## config.mk

```make
export PLATFORM = sky130hd
export DESIGN_NAME = run_detect_scheduler_flat
export DESIGN_NICKNAME = d
export VERILOG_FILES = /design/src/rtl/run_detect_scheduler_pkg.sv /design/src/rtl/run_detect_scheduler_if.sv /design/src/rtl/run_detect_scheduler_len_detector.sv /design/src/rtl/run_detect_scheduler.sv /design/src/flat_wrapper.sv
export SDC_FILE = /design/constraint.sdc
export NUM_CORES = 1
export LEC_CHECK = 0
export ABC_AREA = 1
export CORE_AREA = 2 2 60 62
export CTS_BUF_LIST = sky130_fd_sc_hd__clkbuf_16
export DETAILED_ROUTE_END_ITERATION = 7
export DIE_AREA = 0 0 62 64
export GPL_ROUTABILITY_DRIVEN = 0
export PLACE_DENSITY = 0.78
export SYNTH_ARGS = -nofsm -noshare
export SYNTH_HDL_FRONTEND = slang
export SYNTH_SLANG_ARGS = --single-unit
export TNS_END_PERCENT = 50
```

## constraint.sdc

```tcl
create_clock -name i_clk -period 2.49 [get_ports i_clk]
set_input_delay 0.249 -clock i_clk [delete_from_list [all_inputs] [get_ports i_clk]]
set_output_delay 0.249 -clock i_clk [all_outputs]
set_load 0.02 [all_outputs]
```

## src/rtl/run_detect_scheduler_pkg.sv

```systemverilog
// run_sched_pkg
// Shared definitions for the run-length detect scheduler slice:
//   - state_t       : scheduler FSM encoding (IDLE, SHIFT, DONE)
//   - DEF_WORD_W    : default requester word width
//   - DEF_RUN_LEN   : default number of equal bits that form a match
//   - DEF_CNT_W     : default width of the per-job hit count
//   - REQ0 / REQ1   : requester identifiers as carried on o_done_id
package run_sched_pkg;

   typedef enum logic [1:0] {
      IDLE  = 2'd0,
      SHIFT = 2'd1,
      DONE  = 2'd2
   } state_t;

   localparam int DEF_WORD_W  = 8;
   localparam int DEF_RUN_LEN = 4;
   localparam int DEF_CNT_W   = 4;

   localparam logic REQ0 = 1'b0;
   localparam logic REQ1 = 1'b1;

endpackage

```

## src/rtl/run_detect_scheduler_if.sv

```systemverilog
// run_detect_scheduler_if
// Bundles the requester handshake and the job-result signals of the scheduler.
//   i_req[1:0]   : per-requester request, held until the matching grant bit
//   i_data0/1    : requester words, stable while the request is high
//   o_gnt[1:0]   : one-hot, one-cycle grant pulse (word captured)
//   o_busy       : job in progress
//   o_serial     : bit currently presented to the detector
//   o_match      : registered detector result for the last processed bit
//   o_done       : one-cycle job-complete pulse
//   o_done_id    : requester served by the completed job
//   o_hits       : match count of the last completed job
// Modports: master = requester/lab side, slave = scheduler side.
interface run_detect_scheduler_if
   import run_sched_pkg::*;
#(
   parameter int WORD_W = DEF_WORD_W,
   parameter int CNT_W  = DEF_CNT_W
) ();

   logic [1:0]        i_req;
   logic [WORD_W-1:0] i_data0;
   logic [WORD_W-1:0] i_data1;
   logic [1:0]        o_gnt;
   logic              o_busy;
   logic              o_serial;
   logic              o_match;
   logic              o_done;
   logic              o_done_id;
   logic [CNT_W-1:0]  o_hits;

   modport master (
      output i_req, i_data0, i_data1,
      input  o_gnt, o_busy, o_serial, o_match, o_done, o_done_id, o_hits
   );

   modport slave (
      input  i_req, i_data0, i_data1,
      output o_gnt, o_busy, o_serial, o_match, o_done, o_done_id, o_hits
   );

endinterface

```

## src/rtl/run_detect_scheduler_len_detector.sv

```systemverilog
// run_len_detector
// Serial detector for runs of RUN_LEN equal bits (all 0s or all 1s).
//   i_clk    : clock, rising edge
//   i_reset  : synchronous active-low reset
//   i_clear  : start of a new word; forgets the previous bit and the run
//   i_valid  : i_bit is a real data bit this cycle
//   i_bit    : serial data bit
//   o_match  : registered, high when the last processed bit completed a run
//   o_rc     : saturating run counter (0 means no bit seen yet in this word)
module run_len_detector #(
   parameter int RUN_LEN = 4,
   parameter int RC_W    = $clog2(RUN_LEN + 1)
) (
   input  logic            i_clk,
   input  logic            i_reset,
   input  logic            i_clear,
   input  logic            i_valid,
   input  logic            i_bit,
   output logic            o_match,
   output logic [RC_W-1:0] o_rc
);

   logic [RC_W-1:0] r_rc;
   logic [RC_W-1:0] w_rcNext;
   logic            r_prev;
   logic            r_match;

   // Next run length. A zero counter marks the first bit of a word, so it
   // starts a fresh run. The counter parks at RUN_LEN so every further equal
   // bit of a long run is reported as another match.
   always_comb begin
      w_rcNext = RC_W'(1);
      if (r_rc != '0 && i_bit == r_prev) begin
         if (r_rc == RC_W'(RUN_LEN)) begin
            w_rcNext = r_rc;
         end else begin
            w_rcNext = r_rc + RC_W'(1);
         end
      end
   end

   // Run state and the registered match flag.
   always_ff @(posedge i_clk) begin
      if (!i_reset || i_clear) begin
         r_rc    <= '0;
         r_prev  <= 1'b0;
         r_match <= 1'b0;
      end else if (i_valid) begin
         r_rc    <= w_rcNext;
         r_prev  <= i_bit;
         r_match <= (w_rcNext == RC_W'(RUN_LEN));
      end
   end

   assign o_match = r_match;
   assign o_rc    = r_rc;

endmodule

```

## src/rtl/run_detect_scheduler.sv

```systemverilog
// run_detect_scheduler
// Shares one serial run-length detector between two requesters. A round-robin
// arbiter grants one requester, its word is shifted MSB-first into the
// detector, matches are counted, and a one-cycle done pulse returns the count
// and the served requester.
//   i_clk   : clock, rising edge
//   i_reset : synchronous active-low reset
//   bus     : run_detect_scheduler_if slave (requests, words, grant, results)
module run_detect_scheduler
   import run_sched_pkg::*;
#(
   parameter int WORD_W  = DEF_WORD_W,
   parameter int RUN_LEN = DEF_RUN_LEN,
   parameter int CNT_W   = DEF_CNT_W
) (
   input logic                   i_clk,
   input logic                   i_reset,
   run_detect_scheduler_if.slave bus
);

   localparam int IDX_W = (WORD_W > 1) ? $clog2(WORD_W) : 1;
   localparam int RC_W  = $clog2(RUN_LEN + 1);

   state_t            r_state;
   state_t            w_nextState;
   logic              w_grant;
   logic              w_winner;
   logic              w_lastBit;
   logic              w_serial;
   logic              w_runHit;
   logic              w_detMatch;
   logic [RC_W-1:0]   w_rc;
   logic [CNT_W-1:0]  w_hitsFinal;

   logic [WORD_W-1:0] r_shiftReg;
   logic [IDX_W-1:0]  r_bitIdx;
   logic [CNT_W-1:0]  r_hits;
   logic [CNT_W-1:0]  r_hitsOut;
   logic              r_rrLast;
   logic              r_doneId;
   logic [1:0]        r_gnt;

   // Round-robin choice: a lone request wins outright, a tie goes to the
   // requester that was not served last.
   always_comb begin
      w_winner = REQ1;
      if (bus.i_req[0]) begin
         w_winner = bus.i_req[1] ? ~r_rrLast : REQ0;
      end
   end

   assign w_lastBit = (r_bitIdx == '0);
   assign w_serial  = (r_state == SHIFT) ? r_shiftReg[r_bitIdx] : 1'b0;

   // A saturated run counter means the bit processed on the previous edge was
   // a match. It is the same event o_match reports, so the hit count and the
   // monitor output can never disagree.
   assign w_runHit    = (w_rc == RC_W'(RUN_LEN));
   assign w_hitsFinal = r_hits + CNT_W'(w_runHit);

   // FSM next-state logic; a grant can only be issued from IDLE.
   always_comb begin
      w_nextState = r_state;
      w_grant     = 1'b0;
      case (r_state)
         IDLE: begin
            if (|bus.i_req) begin
               w_grant     = 1'b1;
               w_nextState = SHIFT;
            end
         end
         SHIFT: begin
            if (w_lastBit) begin
               w_nextState = DONE;
            end
         end
         DONE: begin
            w_nextState = IDLE;
         end
         default: begin
            w_nextState = IDLE;
         end
      endcase
   end

   // FSM state register.
   always_ff @(posedge i_clk) begin
      if (!i_reset) begin
         r_state <= IDLE;
      end else begin
         r_state <= w_nextState;
      end
   end

   // Datapath: word capture, bit index, hit accumulation and result registers.
   // During SHIFT the counter picks up the match of the bit processed on the
   // previous edge; the last bit's match is folded in while in DONE, which is
   // why o_hits shows the live sum in DONE and the held copy afterwards.
   always_ff @(posedge i_clk) begin
      if (!i_reset) begin
         r_shiftReg <= '0;
         r_bitIdx   <= '0;
         r_hits     <= '0;
         r_hitsOut  <= '0;
         r_doneId   <= 1'b0;
         r_gnt      <= 2'b00;
         r_rrLast   <= REQ1;
      end else begin
         r_gnt <= 2'b00;
         if (w_grant) begin
            r_shiftReg <= w_winner ? bus.i_data1 : bus.i_data0;
            r_rrLast   <= w_winner;
            r_gnt      <= w_winner ? 2'b10 : 2'b01;
            r_bitIdx   <= IDX_W'(WORD_W - 1);
            r_hits     <= '0;
         end
         if (r_state == SHIFT) begin
            r_bitIdx <= r_bitIdx - IDX_W'(1);
            r_hits   <= w_hitsFinal;
            if (w_lastBit) begin
               r_doneId <= r_rrLast;
            end
         end
         if (r_state == DONE) begin
            r_hitsOut <= w_hitsFinal;
         end
      end
   end

   run_len_detector #(
      .RUN_LEN (RUN_LEN),
      .RC_W    (RC_W)
   ) u_detector (
      .i_clk   (i_clk),
      .i_reset (i_reset),
      .i_clear (w_grant || (r_state == DONE)),
      .i_valid (r_state == SHIFT),
      .i_bit   (w_serial),
      .o_match (w_detMatch),
      .o_rc    (w_rc)
   );

   assign bus.o_gnt     = r_gnt;
   assign bus.o_busy    = (r_state != IDLE);
   assign bus.o_serial  = w_serial;
   assign bus.o_match   = w_detMatch;
   assign bus.o_done    = (r_state == DONE);
   assign bus.o_done_id = r_doneId;
   assign bus.o_hits    = (r_state == DONE) ? w_hitsFinal : r_hitsOut;

endmodule

```

## src/flat_wrapper.sv

```systemverilog
// flat-port wrapper written by rule: the top's interface ports become plain ports
module run_detect_scheduler_flat import run_sched_pkg::*;
#(
   parameter int WORD_W  = DEF_WORD_W,
   parameter int RUN_LEN = DEF_RUN_LEN,
   parameter int CNT_W   = DEF_CNT_W
)
  (i_clk, i_reset, bus_i_req, bus_i_data0, bus_i_data1, bus_o_gnt, bus_o_busy, bus_o_serial, bus_o_match, bus_o_done, bus_o_done_id, bus_o_hits);
  run_detect_scheduler_if #(.WORD_W(WORD_W), .CNT_W(CNT_W)) bus_i ();
  input logic i_clk;
  input logic i_reset;
  input wire logic [$bits(bus_i.i_req)-1:0] bus_i_req;
  input wire logic [$bits(bus_i.i_data0)-1:0] bus_i_data0;
  input wire logic [$bits(bus_i.i_data1)-1:0] bus_i_data1;
  output wire logic [$bits(bus_i.o_gnt)-1:0] bus_o_gnt;
  output wire logic [$bits(bus_i.o_busy)-1:0] bus_o_busy;
  output wire logic [$bits(bus_i.o_serial)-1:0] bus_o_serial;
  output wire logic [$bits(bus_i.o_match)-1:0] bus_o_match;
  output wire logic [$bits(bus_i.o_done)-1:0] bus_o_done;
  output wire logic [$bits(bus_i.o_done_id)-1:0] bus_o_done_id;
  output wire logic [$bits(bus_i.o_hits)-1:0] bus_o_hits;
  assign bus_i.i_req = bus_i_req;
  assign bus_i.i_data0 = bus_i_data0;
  assign bus_i.i_data1 = bus_i_data1;
  assign bus_o_gnt = bus_i.o_gnt;
  assign bus_o_busy = bus_i.o_busy;
  assign bus_o_serial = bus_i.o_serial;
  assign bus_o_match = bus_i.o_match;
  assign bus_o_done = bus_i.o_done;
  assign bus_o_done_id = bus_i.o_done_id;
  assign bus_o_hits = bus_i.o_hits;
  run_detect_scheduler #(.WORD_W(WORD_W), .RUN_LEN(RUN_LEN), .CNT_W(CNT_W)) u_core (.i_clk(i_clk), .i_reset(i_reset), .bus(bus_i));
endmodule
```

==> reports/results.txt, run 1 <==
Final Util -> 59.3%
Final slew viol count -> 0
Synth Area per Inst -> 7.62 sq um
Pre-CTS setup slack -> 94.7 ps
Startpoint Class -> register
Post-synthesis sequential area ratio -> 41.5%
RSZ-0062 raised after global routing -> yes
Setup crit end kind -> output pin
CTS max path bufs -> 2
Xor and xnor fraction of the mapped netlist area -> 1.82%
Fraction of registers with async set or reset after synthesis -> 0%
Met2 Use GR -> 27.3%
Reg clk slew, reported paths -> 50 ps
Synth Net Count -> 216
Fin crit share -> 94.2%
Hold WS -> 476 ps
Worst Tran Pin Value -> 461 ps
Yosys reg bits -> 30
CTS Buf Count -> 5
Share of the synthesized area in the top cell type -> 41.5%
Die area -> 3970 sq um
Final routed wire length divided by cell count -> 10.6 um
Met3 Use GR -> 5.47%
Drt first-iter violations -> 45
Post-synthesis instance total -> 190
Post-synthesis cell type count -> 29
Most numerous cell in the Yosys netlist -> nand2_1
# diodes -> 0
Most instantiated cells after synthesis -> 38 x nand2_1, 36 x inv_1, 30 x dfxtp_1, 11 x a21oi_1
TritonCTS clock tree -> built
Vias in the first global route -> 1265
Pwr dens -> 713 nW/um^2
CP Data Required Time -> 2240 ps
Post-route setup TNS -> 0 ps
Slew headroom -> 69.2%
Post-synthesis compound-gate area fraction -> 15.1%
Clock skew -> 2.64 ps
WP data arrival -> 2100 ps
Later-pin clock latency in the skew report -> 270 ps
Critical path class -> reg2out
Ys Warns -> 0
Antenna violations before repair -> 0
Die X -> 62 um
Worst-path fanout max -> 4
Clock Root Buffer -> clkbuf_16
Most used routing layer -> met2
Via density per instance -> 4.60
Final instance area -> 1950 sq um
Hold Crit Class -> reg2reg
Layout Cells excl Fill -> 273
Static Leak -> 0.902 nW
Simple-gate share of the synthesized area -> 25.7%
Final hold violations -> 0
# setup viols final -> 0
DIE HEIGHT -> 64 um
Adder-cell share of the synthesized area -> 5.19%
Max Freq -> 426 MHz
Remaining DRCs -> 0
Placed cell areas -> 1810 sq um
Leading area contributor after synthesis -> dfxtp_1
Total Routed Length -> 2880 um
Dpl hpwl -> 2110 um
I/O pin count -> 31
Largest family of logic cells by synthesized area -> simple AND/OR/NAND/NOR gates
Number of flops mapped to enable cells by yosys -> 0
DP Cell Count -> 266
Sink Count -> 30
Detailed Routing Iterations Pass 1 -> 4
Gr usage total -> 17.6%
Cells on worst reg2reg path -> 9
First-pass GRT wire length -> 5290 um
Synth Flop Type -> dfxtp_1
Row count -> 21
Core area -> 3280 sq um
Mux share of post-synthesis cell area -> 0%
Total of max-cap violations -> 0
Largest net degree at the start of global routing -> 15
Total gr overflow -> 0
Top cells by area, synth -> dfxtp_1 41%, nand2_1 9.9%, inv_1 9.3%
Outcome -> complete, no violations
Tmin final -> 2350 ps
Layout Nets -> 253
VDD IR max -> 0.460 mV
Final Total Pwr -> 1.39 mW
Post-CTS setup buffers -> 0
Met1 usage -> 22.2%
Vias -> 1255
Area Growth Syn to Fin -> 34.6%
H-tree level count -> 2
Mapped Area -> 1450 sq um
Share of layout cells above drive strength 1 -> 13.2%
Worst setup margin -> 144 ps
ANT nets after route -> 0
Initial Util -> 44.1%
Hold path depth -> 2
IO buf count -> 30
where the power goes:
group | internal [mW] | switching (mW) | leakage (nW)
clock | 0.354 | 0.180 | 0.0723
combinational | 0.129 | 0.179 | 0.584
sequential | 0.523 | 0.0241 | 0.246
total | 1.01 | 0.383 | 0.902
registers in the layout, indices dropped and copies added (netlist names):
register and count:
u_core.u_detector.o_rc 3, u_core.r_hitsOut 4, u_core.r_state 2, u_core.r_hits 4, u_core.bus.o_done_id 1, u_core.u_detector.r_prev 1, u_core.bus.o_gnt 2, u_core.u_detector.o_match 1
u_core.r_shiftReg 8, u_core.r_bitIdx 3, u_core.r_rrLast 1
metal layers:
| metal | up-vias | wire (um) |
|---|---|---|
| met3 | 5 | 79 |
| met1 | 550 | 1350 |
| li1 | 680 | - |
| met5 | - | 0 |
| met4 | 0 | 50 |
| met2 | 20 | 1400 |
cells by family (layout without fill, tap and decap cells):
family	Yosys count	after routing
and+or+nand+nor	75	75
buffers and inverters	41	78
AOI/OAI and AO/OA	35	35
DFF	30	30
adders and majority gates	6	6
xor gates and xnor gates	3	3
worst max-delay path: stages, from the launching register on:
cell	delay (ps)
dfxtp_2	350
inv_1	60
ha_1	230
nand2_1	90
inv_1	40
ha_1	190
ha_1	190
xor2_1	150
o21ai_1	160
inv_1	50
dlygate4sd2_1	310
final timing paths:
kind	start	slack [ps]	to
min	u_core.u_detector.o_match	480	u_core.u_detector.o_match
min reg2reg	u_core.u_detector.o_match	480	u_core.u_detector.o_match
max reg2reg	u_core.u_detector.o_rc[0]	840	u_core.r_hitsOut[2]
max	u_core.u_detector.o_rc[0]	140	bus_o_hits[2]
cells in the final DEF (no fill, tap or decap), types with 2 or more instances in the layout:
master            n
o21ai_1           2
inv_1            38
o211ai_1         10
clkdlybuf4s50_1  26
xnor2_1           2
nand2_1          38
nor2_1           10
buf_4             2
inv_2             3
o21ai_0           6
o21ai_2           2
dfxtp_1          29
a21oi_1          11
or2_2             4
nor2_4            2
nand3_1           7
dlygate4sd2_1     3
nand4_1           2
nand3_2           3
clkbuf_16         5
ha_1              6
nand2_2           2
nor2_2            4
what timing repair did:
| action | 4_1_cts | 5_1_grt |
|---|---|---|
| gates resized for setup | 3 | 5 |
| hold buffers | 0 | 0 |
| setup endpoints to repair | 3 | 3 |
final cells by class:
type                       instances  area, sq um
timing repair buffer              32          314
inverter                          39          146
fill                             305         1340
clock buffer                       5          125
clock inverter                     2         7.51
sequential                        30          602
multi-input combinational        119          696
tap                               46         57.6
Note: power is estimated with default switching activity, not from simulation.
==> run 2, diff against run 1 <==
--- a/config.mk
+++ b/config.mk
@@ -11,7 +11,8 @@
 export DETAILED_ROUTE_END_ITERATION = 7
 export DIE_AREA = 0 0 62 64
 export GPL_ROUTABILITY_DRIVEN = 0
-export PLACE_DENSITY = 0.78
+export PLACE_DENSITY = 0.81
+export SKIP_LAST_GASP = 1
 export SYNTH_ARGS = -nofsm -noshare
 export SYNTH_HDL_FRONTEND = slang
 export SYNTH_SLANG_ARGS = --single-unit
==> constraint.sdc (replaced) <==
create_clock -name i_clk -period 2.1 [get_ports i_clk]
set_input_delay 0.21 -clock i_clk [delete_from_list [all_inputs] [get_ports i_clk]]
set_output_delay 0.21 -clock i_clk [all_outputs]
set_load 0.02 [all_outputs]
==> run 2 against run 1 <==
  * First-iteration DRC count is 44% higher
  * Critical path depth stayed put
  * Largest cell class unchanged
  * Worst hold slack hardly changed
  * Via count is 4.8% higher
  * Die area stayed put
  * Combinational power is 25% higher
  * Sequential power is 19% higher
  * Critical path type unchanged
  * Sequential share of layout area is 0.88 points lower
==> reports/results.txt, run 2 (same netlist as run 1, synthesis figures left out) <==
Outcome -> complete, no violations
Slowest library cell on the worst path -> dfxtp_2
Hold WS -> 476 ps
Share of layout cells above drive strength 1 -> 19.7%
Total Routed Length -> 3180 um
Detailed Routing Iterations Pass 1 -> 4
Via density per instance -> 4.70
WP data arrival -> 1820 ps
Hold buffer count at CTS -> 0
# setup viols final -> 0
Drt first-iter violations -> 65
First-pass GRT wire length -> 5580 um
Worst-path fanout max -> 3
Largest net degree at the start of global routing -> 11
Max Freq -> 492 MHz
Final hold violations -> 0
Total of max-cap violations -> 0
# diodes -> 0
Core area -> 3280 sq um
IO buf count -> 30
Switch share -> 28.6%
CP Data Required Time -> 1890 ps
Worst Tran Pin Value -> 474 ps
Placed cell areas -> 1830 sq um
Top Metal Used -> met4
Static Leak -> 0.918 nW
P_int -> 1.21 mW
Layout Nets -> 259
Pre-CTS setup slack -> -163 ps
Setup crit end kind -> output pin
I/O pin count -> 31
Crit path cell chain -> inv_1 > ha_2 > nand2_2 > inv_2 > ha_4 > ha_1 > xor2_1 > o21ai_1 > inv_1 > buf_4
TritonCTS clock tree -> built
DP Cell Count -> 269
Fin crit share -> 96.8%
Clock skew -> 5.36 ps
Hold Crit Class -> reg2reg
Antenna violations before repair -> 0
CTS max path bufs -> 2
Wire length on met2 -> 1510 um
Die area -> 3970 sq um
H-tree level count -> 2
Sink Count -> 30
Dpl hpwl -> 2120 um
Pwr dens -> 844 nW/um^2
Clock Root Buffer -> clkbuf_16
Tmin final -> 2030 ps
Slew headroom -> 68.3%
Vias in the first global route -> 1353
Final slew viol count -> 0
Vias -> 1315
Later-pin clock latency in the skew report -> 270 ps
Row count -> 21
Initial Util -> 44.1%
Worst setup margin -> 67.2 ps
Reg clk slew, reported paths -> 50 ps
Clock group share of total power -> 39.0%
Most Frequent Cell on Critical Path -> inv_1
Worst stage delay on the critical path -> 330 ps
Biggest register -> u_core.r_shiftReg
Switching Power -> 486 uW
VDD IR max -> 0.574 mV
Area Growth Syn to Fin -> 38.8%
Detail Route met3 WL -> 123 um
Sequential Power Share -> 38.3%
Layout Cells excl Fill -> 280
Remaining DRCs -> 0
Startpoint Class -> register
Critical path class -> reg2out
Metal-1 WL -> 1460 um
CTS Buf Count -> 5
DIE HEIGHT -> 64 um
Leading cell types in the layout, fill and taps excluded -> 37 x nand2_1, 36 x inv_1, 28 x dfxtp_1
Gr usage total -> 18.9%
Final instance area -> 2010 sq um
Final routed wire length divided by cell count -> 11.4 um
Combinational share of power -> 22.7%
Die X -> 62 um
Final Total Pwr -> 1.70 mW
Largest regs -> u_core.r_shiftReg: 8 flops, u_core.r_hitsOut: 4 flops, u_core.r_hits: 4 flops
Commonest non-fill, non-tap cell in the layout -> nand2_1
ANT nets after route -> 0
Largest register FFs -> 8
Total gr overflow -> 0
## run 2: routing by layer
layer  global-route usage [%]  vias to the layer above
li1                         -                      690
met1                     24.3                      592
met2                     28.6                       25
met3                     5.47                        8
met4                     8.24                        0
met5                        0                        -
## run 2: worst paths after layout
check / start / to / slack, ps / cells past startpoint
worst max-delay path: u_core.u_detector.o_rc[1] / bus_o_hits[2] / 70 / 10
worst min-delay path: u_core.u_detector.o_match / u_core.u_detector.o_match / 480 / 2
worst max register to register: u_core.u_detector.o_rc[1] / u_core.r_hitsOut[2] / 400 / 11
worst min register to register: u_core.u_detector.o_match / u_core.u_detector.o_match / 480 / 2
## run 2: what timing repair did
action / in CTS / in global routing
hold endpoints to repair: 0 / 0
setup buffers: 1 / 2
setup endpoints to repair: 4 / 5
pin swaps: 1 / 3
gates resized for setup: 8 / 18
## run 2: metrics by stage
step | utilization, % | TNS, ps
3_3_place_gp | 55.8 | -215
5_1_grt | 61.2 | -7.34
2_1_floorplan | - | 0
6_report | 61.2 | 0
4_1_cts | 60.2 | -478
3_5_place_dp | 55.8 | -319
## run 2: cell type report
cell class                      count  area [sq um]
Tap cell                           46          57.6
Multi-Input combinational cell    119           716
Timing Repair Buffer               38           349
Fill cell                         280          1270
Clock inverter                      3          12.5
Inverter                           39           146
Sequential cell                    30           603
Clock buffer                        5           125
## run 2: critical path, delay by kind of cell, from the launching register on
kind / cells / cell delay [ps]
AND/OR/NAND/NOR: 1 / 80
XOR/XNOR: 1 / 150
adder cells (fa/ha/maj): 3 / 520
flip-flops: 1 / 330
buffers and inverters: 4 / 290
AO/OA/AOI/OAI: 1 / 160
## run 2: power groups by stage
stage	combinational [mW]	clock (mW)	sequential, mW
after floorplan	0.237	0	0.659
after global placement	0.365	0	0.656
after detailed placement	0.371	0	0.657
after CTS	0.378	0.669	0.647
after global routing	0.428	0.714	0.654
final	0.386	0.661	0.649
==> run 3, diff against run 2 <==
--- a/config.mk
+++ b/config.mk
@@ -6,14 +6,15 @@
 export NUM_CORES = 1
 export LEC_CHECK = 0
 export ABC_AREA = 1
-export CORE_AREA = 2 2 60 62
+export CORE_AREA = 2 2 62 64
 export CTS_BUF_LIST = sky130_fd_sc_hd__clkbuf_16
 export DETAILED_ROUTE_END_ITERATION = 7
-export DIE_AREA = 0 0 62 64
+export DIE_AREA = 0 0 64 66
 export GPL_ROUTABILITY_DRIVEN = 0
-export PLACE_DENSITY = 0.81
+export PLACE_DENSITY = 0.78
 export SKIP_LAST_GASP = 1
 export SYNTH_ARGS = -nofsm -noshare
 export SYNTH_HDL_FRONTEND = slang
+export SYNTH_HIERARCHICAL = 1
 export SYNTH_SLANG_ARGS = --single-unit
 export TNS_END_PERCENT = 50
==> constraint.sdc (replaced) <==
create_clock -name i_clk -period 2.4 [get_ports i_clk]
set_input_delay 0.24 -clock i_clk [delete_from_list [all_inputs] [get_ports i_clk]]
set_output_delay 0.24 -clock i_clk [all_outputs]
set_load 0.02 [all_outputs]
==> run 3 against run 2 <==
  * Sequential power shrank 12%
  * Via count grew 7.6%
  * Count of clock-buffer cells in the layout is the same
  * Critical endpoint is now bus_o_hits[3]
  * Largest cell class unchanged
  * Worst setup slack gained 59 ps
  * Combinational power shrank 11%
  * Largest power group unchanged
  * Cell count grew 7.9%
  * Total power shrank 6.0%
  * First-iteration DRC count grew 26%
  * Critical path depth shrank 1
==> reports/results.txt, run 3 <==
Synth Flop Type -> dfxtp_1
Biggest register -> u_core/r_shiftReg
Leading cell types in the layout, fill and taps excluded -> 52 x nand2_1, 30 x dfxtp_1, 29 x inv_1
Remaining DRCs -> 0
# setup viols final -> 0
Synth Net Count -> 244
Final hold violations -> 0
ANT nets after route -> 0
Slew headroom -> 77.1%
Share of layout cells above drive strength 1 -> 12.6%
Pre-CTS setup slack -> 192 ps
CP Buf/Inv Count -> 2
VDD IR max -> 0.457 mV
Area Growth Syn to Fin -> 33.2%
Max Freq -> 440 MHz
Most Frequent Cell on Critical Path -> nand2_1
Gr usage total -> 16.6%
Via density per instance -> 4.69
Synth Area per Inst -> 7.16 sq um
DIE HEIGHT -> 66 um
Critical path class -> reg2out
Xor and xnor fraction of the mapped netlist area -> 0.561%
Multi-input gate area -> 811 sq um
Ys Warns -> 6
I/O pin count -> 31
Reg clk slew, reported paths -> 50 ps
Mapped Area -> 1560 sq um
Wire length on met2 -> 1470 um
Share of the synthesized area in the top cell type -> 38.5%
Hold WS -> 464 ps
Core area -> 3550 sq um
Slowest library cell on the worst path -> clkdlybuf4s50_1
Total of max-cap violations -> 0
Cells on worst reg2reg path -> 10
Die area -> 4220 sq um
Initial Util -> 43.9%
Layout Nets -> 280
Later-pin clock latency in the skew report -> 270 ps
Sink Count -> 30
Detailed Routing Iterations Pass 1 -> 4
Post-synthesis compound-gate area fraction -> 6.90%
Detail Route met3 WL -> 120 um
Layout Cells excl Fill -> 302
Final slew viol count -> 0
Reg area -> 601 sq um
Number of flops mapped to enable cells by yosys -> 0
Outcome -> complete, no violations
Post-route setup TNS -> 0 ps
Mux share of post-synthesis cell area -> 0%
Die X -> 64 um
CTS Buf Count -> 5
Clock Root Buffer -> clkbuf_16
Adder-cell share of the synthesized area -> 4.81%
Yosys reg bits -> 30
Most instantiated cells after synthesis -> 52 x nand2_1, 30 x dfxtp_1, 29 x inv_1, 28 x nand3_1, 16 x nor2_1
Fraction of registers with async set or reset after synthesis -> 0%
Top Metal Used -> met4
Antenna violations before repair -> 0
Vias -> 1415
Pwr dens -> 767 nW/um^2
Largest regs -> u_core/r_shiftReg: 8 flops, u_core/r_hitsOut: 4 flops, u_core/r_hits: 4 flops
WP data arrival -> 2030 ps
Largest register FFs -> 8
Worst stage delay on the critical path -> 590 ps
Metal-1 WL -> 1390 um
Startpoint Class -> register
Worst-path fanout max -> 5
Hold path depth -> 2
Total gr overflow -> 0
Critical path depth -> 9
H-tree level count -> 2
Crit path cell chain -> nor3b_2 > ha_1 > nand3_1 > nand2_1 > nand2_1 > nand2_1 > nand2_1 > inv_1 > clkdlybuf4s50_1
# diodes -> 0
Simple-gate share of the synthesized area -> 39.4%
TritonCTS clock tree -> built
Final routed wire length divided by cell count -> 9.99 um
Post-synthesis instance total -> 218
Post-synthesis cell type count -> 25
Post-synthesis sequential area ratio -> 38.5%
CP Data Required Time -> 2160 ps
RSZ-0062 raised after global routing -> yes
Largest net degree at the start of global routing -> 19
Worst setup margin -> 126 ps
Worst Tran Pin Value -> 343 ps
IO buf count -> 30
CTS max path bufs -> 2
CP delay by family, top -> buffers and inverters
Static Leak -> 0.966 nW
Largest family of logic cells by synthesized area -> simple AND/OR/NAND/NOR gates
First-pass GRT wire length -> 5500 um
Tmin final -> 2270 ps
Hold Crit Class -> reg2reg
Total Routed Length -> 3020 um
DP Cell Count -> 295
Commonest non-fill, non-tap cell in the layout -> nand2_1
Vias in the first global route -> 1291
Leading area contributor after synthesis -> dfxtp_1
Clock skew -> 5.00 ps
Top cells by area, synth -> dfxtp_1 38%, nand2_1 13%, nand3_1 9.0%
Row count -> 22
Drt first-iter violations -> 82
Dpl hpwl -> 2290 um
Filler cells -> 335
Most numerous cell in the Yosys netlist -> nand2_1
Fin crit share -> 94.7%
Setup crit end kind -> output pin
## run 3: cell types whose count changed after synthesis, moves of 2 or more
cell / before / now
buf_6: 0 / 2
inv_1: 36 / 29
xnor2_1: 2 / 0
nor2_4: 2 / 4
o211ai_1: 10 / 0
nand3_1: 7 / 28
nand4_1: 2 / 10
nand3_2: 3 / 1
nand2_1: 38 / 52
nor2_1: 10 / 16
## run 3: where the power goes
group / total (mW) / internal [mW] / switching [mW]
clock: 0.680 / 0.478 / 0.202
sequential: 0.570 / 0.541 / 0.0289
combinational: 0.343 / 0.141 / 0.202
## run 3: final cells by class
cell class                      count  share of cell area (%)
Clock inverter                      2                    1.63
Timing Repair Buffer               33                    15.6
Tap cell                           48                    2.89
Multi-Input combinational cell    151                    39.0
Clock buffer                        5                    6.02
Sequential cell                    30                    28.9
Inverter                           33                    5.96
## run 3: what timing repair did
item / in CTS / in global routing
hold buffers: 0 / 0
setup endpoints to repair: 2 / 3
setup buffers: 0 / 0
gates resized for setup: 1 / 2
hold endpoints to repair: 0 / 0
pin swaps: 0 / 0
## run 3: worst min-delay path: stages (launching register included)
cell and delay (ps):
dfxtp_1 300, nand2_1 60, a21oi_1 50
## run 3: path summary, 6_finish.rpt
check / start / endpoint / slack (ps)
worst max-delay path: u_core/u_detector/o_rc[2] / bus_o_hits[3] / 130
worst min-delay path: u_core/bus.o_done_id / u_core/bus.o_done_id / 460
worst max register to register: u_core/r_bitIdx[0] / u_core/u_detector/o_match / 840
worst min register to register: u_core/bus.o_done_id / u_core/bus.o_done_id / 460
## run 3: metal layers
metal | vias to the layer above | global-route usage, %
met5 | - | 0
met4 | 0 | 5.98
met3 | 5 | 5.11
met2 | 28 | 27.9
met1 | 609 | 19.9
li1 | 773 | -
## run 3: stage by stage
stage                     cell area (sq um)  utilization (%)  power, mW
after CTS                              2070             58.3       1.61
after floorplan                        1560                -      0.813
after detailed placement               1910             53.9      0.923
final                                  2080             58.5       1.59
after global placement                 1910             53.9      0.917
after global routing                   2080             58.5       1.69
## run 3: logic make-up after synthesis
logic type	Yosys count
and+or+nand+nor	124
buffers and inverters	37
DFF	30
AOI/OAI and AO/OA	20
adders and majority gates	6
xor gates and xnor gates	1
==> patch (config.mk and constraints of run 3) <==
The package constant `DEF_CNT_W` goes from 4 to 6.
--- a/src/rtl/run_detect_scheduler_pkg.sv
+++ b/src/rtl/run_detect_scheduler_pkg.sv
@@ -15,7 +15,7 @@
 
    localparam int DEF_WORD_W  = 8;
    localparam int DEF_RUN_LEN = 4;
-   localparam int DEF_CNT_W   = 4;
+   localparam int DEF_CNT_W   = 6;
 
    localparam logic REQ0 = 1'b0;
    localparam logic REQ1 = 1'b1;
Ports: changed (resized bus_o_hits); port bits go from 31 to 33. The function was not compared with the original's and may differ.
==> patch against run 3 <==
  * Synthesized cell count grew 8.7%
  * Total power grew 12%
  * Synthesized area grew 10%
  * Routed wire length grew 17%
  * First-iteration DRC count grew 4.9%
  * Design area grew 9.8%
  * Worst setup slack lost 0.049 ns
  * Sequential cell count grew 4
  * Largest cell class unchanged
==> patch: results (changes against run 3) <==
| Metric | Value |
|---|---|
| Synth area leaders | `dfxtp_1 (40%), nand3_1 (11%), nand2_1 (10%) (was dfxtp_1 (38%), nand2_1 (13%), nand3_1 (9.0%))` |
| Avg Vias per Cell | `5.000 (was 4.685)` |
| Layout cell share with drive strength beyond 1 | `11.64% (was 12.60%)` |
| Part of the Yosys area used for sequential elements | `39.53% (was 38.49%)` |
| Post-synthesis instance total | `237 (was 218)` |
| Post-synthesis net count | `263 (was 244)` |
| CP arrival | `2.08 ns (was 2.03 ns)` |
| First-pass GRT wire length | `6.030 mm (was 5.499 mm)` |
| Fillers | `314 (was 335)` |
| Outcome | `complete, no violations (unchanged)` |
| Dpl hpwl | `2.528 mm (was 2.294 mm)` |
| Internal Pwr Total | `1.330 mW (was 1.160 mW)` |
| Biggest regs | `u_core/r_shiftReg: 8 flops, u_core/r_hitsOut: 6 flops, u_core/r_hits: 6 flops (was u_core/r_shiftReg: 8 flops, u_core/r_hitsOut: 4 flops, u_core/r_hits: 4 flops)` |
| Netlist cell types | `28 (was 25)` |
| Static leakage | `1.043 nW (was 0.9658 nW)` |
| Placed cells | `315 (was 295)` |
| Slew at the pin closest to its max-slew limit | `0.3835 ns (was 0.3430 ns)` |
| R2r worst-path depth | `10 (unchanged)` |
| Largest net degree at the start of global routing | `18 (was 19)` |
| DRT iter0 DRCs | `86 (was 82)` |
| Delay of the slowest critical-path stage | `0.53 ns (was 0.59 ns)` |
| Reg2Reg Setup Slack | `0.88 ns (was 0.84 ns)` |
| VDD IR max | `0.0003839 V (was 0.0004568 V)` |
| Number of port buffers | `32 (was 30)` |
| Final nets | `300 (was 280)` |
| Commonest cells in the netlist | `nand2_1 (47), nand3_1 (39), dfxtp_1 (34) (was nand2_1 (52), dfxtp_1 (30), inv_1 (29))` |
| Clock Skews | `0.004185 ns (was 0.005002 ns)` |
| Reg2reg end | `u_core/u_detector/o_rc[1]$_SDFFE_PP0P_ (was u_core/u_detector/o_match$_SDFFE_PP0P_)` |
| Routed WL | `3.522 mm (was 3.018 mm)` |
[patch: cell count changes after synthesis, sizes merged, moves of 4 or more]
cell	before	now
a21oi	12	18
dfxtp	30	34
nand2	56	48
nand3	29	40
nand4	10	0
nor2	24	31
o21ai	8	13
[patch: power by group through the flow]
stage	clock, mW	combinational (mW)	sequential (mW)
4_1_cts	0.836	0.331	0.635
6_report	0.823	0.328	0.635
2_1_floorplan	0	0.224	0.645
5_1_grt	0.861	0.366	0.640
3_3_place_gp	0	0.324	0.645
3_5_place_dp	0	0.330	0.646
[patch: worst reg2reg max path: cells and delay by family, from the launching register on]
family | cells | cell delay, ns
and+or+nand+nor | 9 | 0.89
DFF | 1 | 0.43
AOI/OAI and AO/OA | 1 | 0.12
[patch: cells by family after synthesis]
logic type | share of synthesized area (%)
adder cells (fa/ha/maj) | 4.360
XOR/XNOR | 1.018
AND/OR/NAND/NOR | 34.16
AO/OA/AOI/OAI | 11.77
flip-flops | 39.53
buffers and inverters | 9.157
[patch: final cells by class]
cell class                      instances  area share (%)
Clock buffer                            5           5.482
Clock inverter                          3           2.796
Inverter                               33           5.428
Multi-Input combinational cell        166           39.04
Sequential cell                        34           29.82
Tap cell                               48           2.632
Timing Repair Buffer                   34           14.80
[patch: worst max path at each step]
stage | depth (start not counted) | startpoint | end | slack (ns)
detailed placement | 7 | u_core/u_detector/o_rc[2]$_SDFFE_PP0P_ | bus_o_hits[2] | 0.17
finish | 6 | u_core/u_detector/o_rc[2]$_SDFFE_PP0P_ | bus_o_hits[1] | 0.08
floorplan | 9 | u_core/r_state[0]$_SDFFE_PN0P_ | u_core/u_detector/o_match$_SDFFE_PP0P_ | 0.67
CTS | 7 | u_core/u_detector/o_rc[2]$_SDFFE_PP0P_ | bus_o_hits[3] | -0.04
global placement | 7 | u_core/u_detector/o_rc[2]$_SDFFE_PP0P_ | bus_o_hits[2] | 0.21
global route | 6 | u_core/u_detector/o_rc[2]$_SDFFE_PP0P_ | bus_o_hits[1] | -0.04
[patch: per-layer routing]
metal | GRT usage, % | up-vias | routed length [um]
li1 | - | 838 | -
met1 | 20.06 | 731 | 1515
met2 | 32.94 | 40 | 1785
met3 | 5.281 | 6 | 169
met4 | 4.891 | 0 | 51
met5 | 0 | - | 0
[patch: through the flow]
step / TNS [ns] / utilization, % / instance area (um^2) / total power [mW]
2_1_floorplan: 0 / - / 1722 / 0.8688
3_3_place_gp: 0 / 58.67 / 2083 / 0.9689
3_5_place_dp: 0 / 58.67 / 2083 / 0.9755
4_1_cts: -0.07875 / 63.99 / 2272 / 1.801
5_1_grt: -0.05837 / 64.27 / 2282 / 1.868
6_report: 0 / 64.27 / 2282 / 1.786
[patch: timing repair]
action	4_1_cts	5_1_grt
hold endpoints to repair	0	0
endpoints found under the setup margin	5	5
hold buffers	0	0
resized for setup	3	3
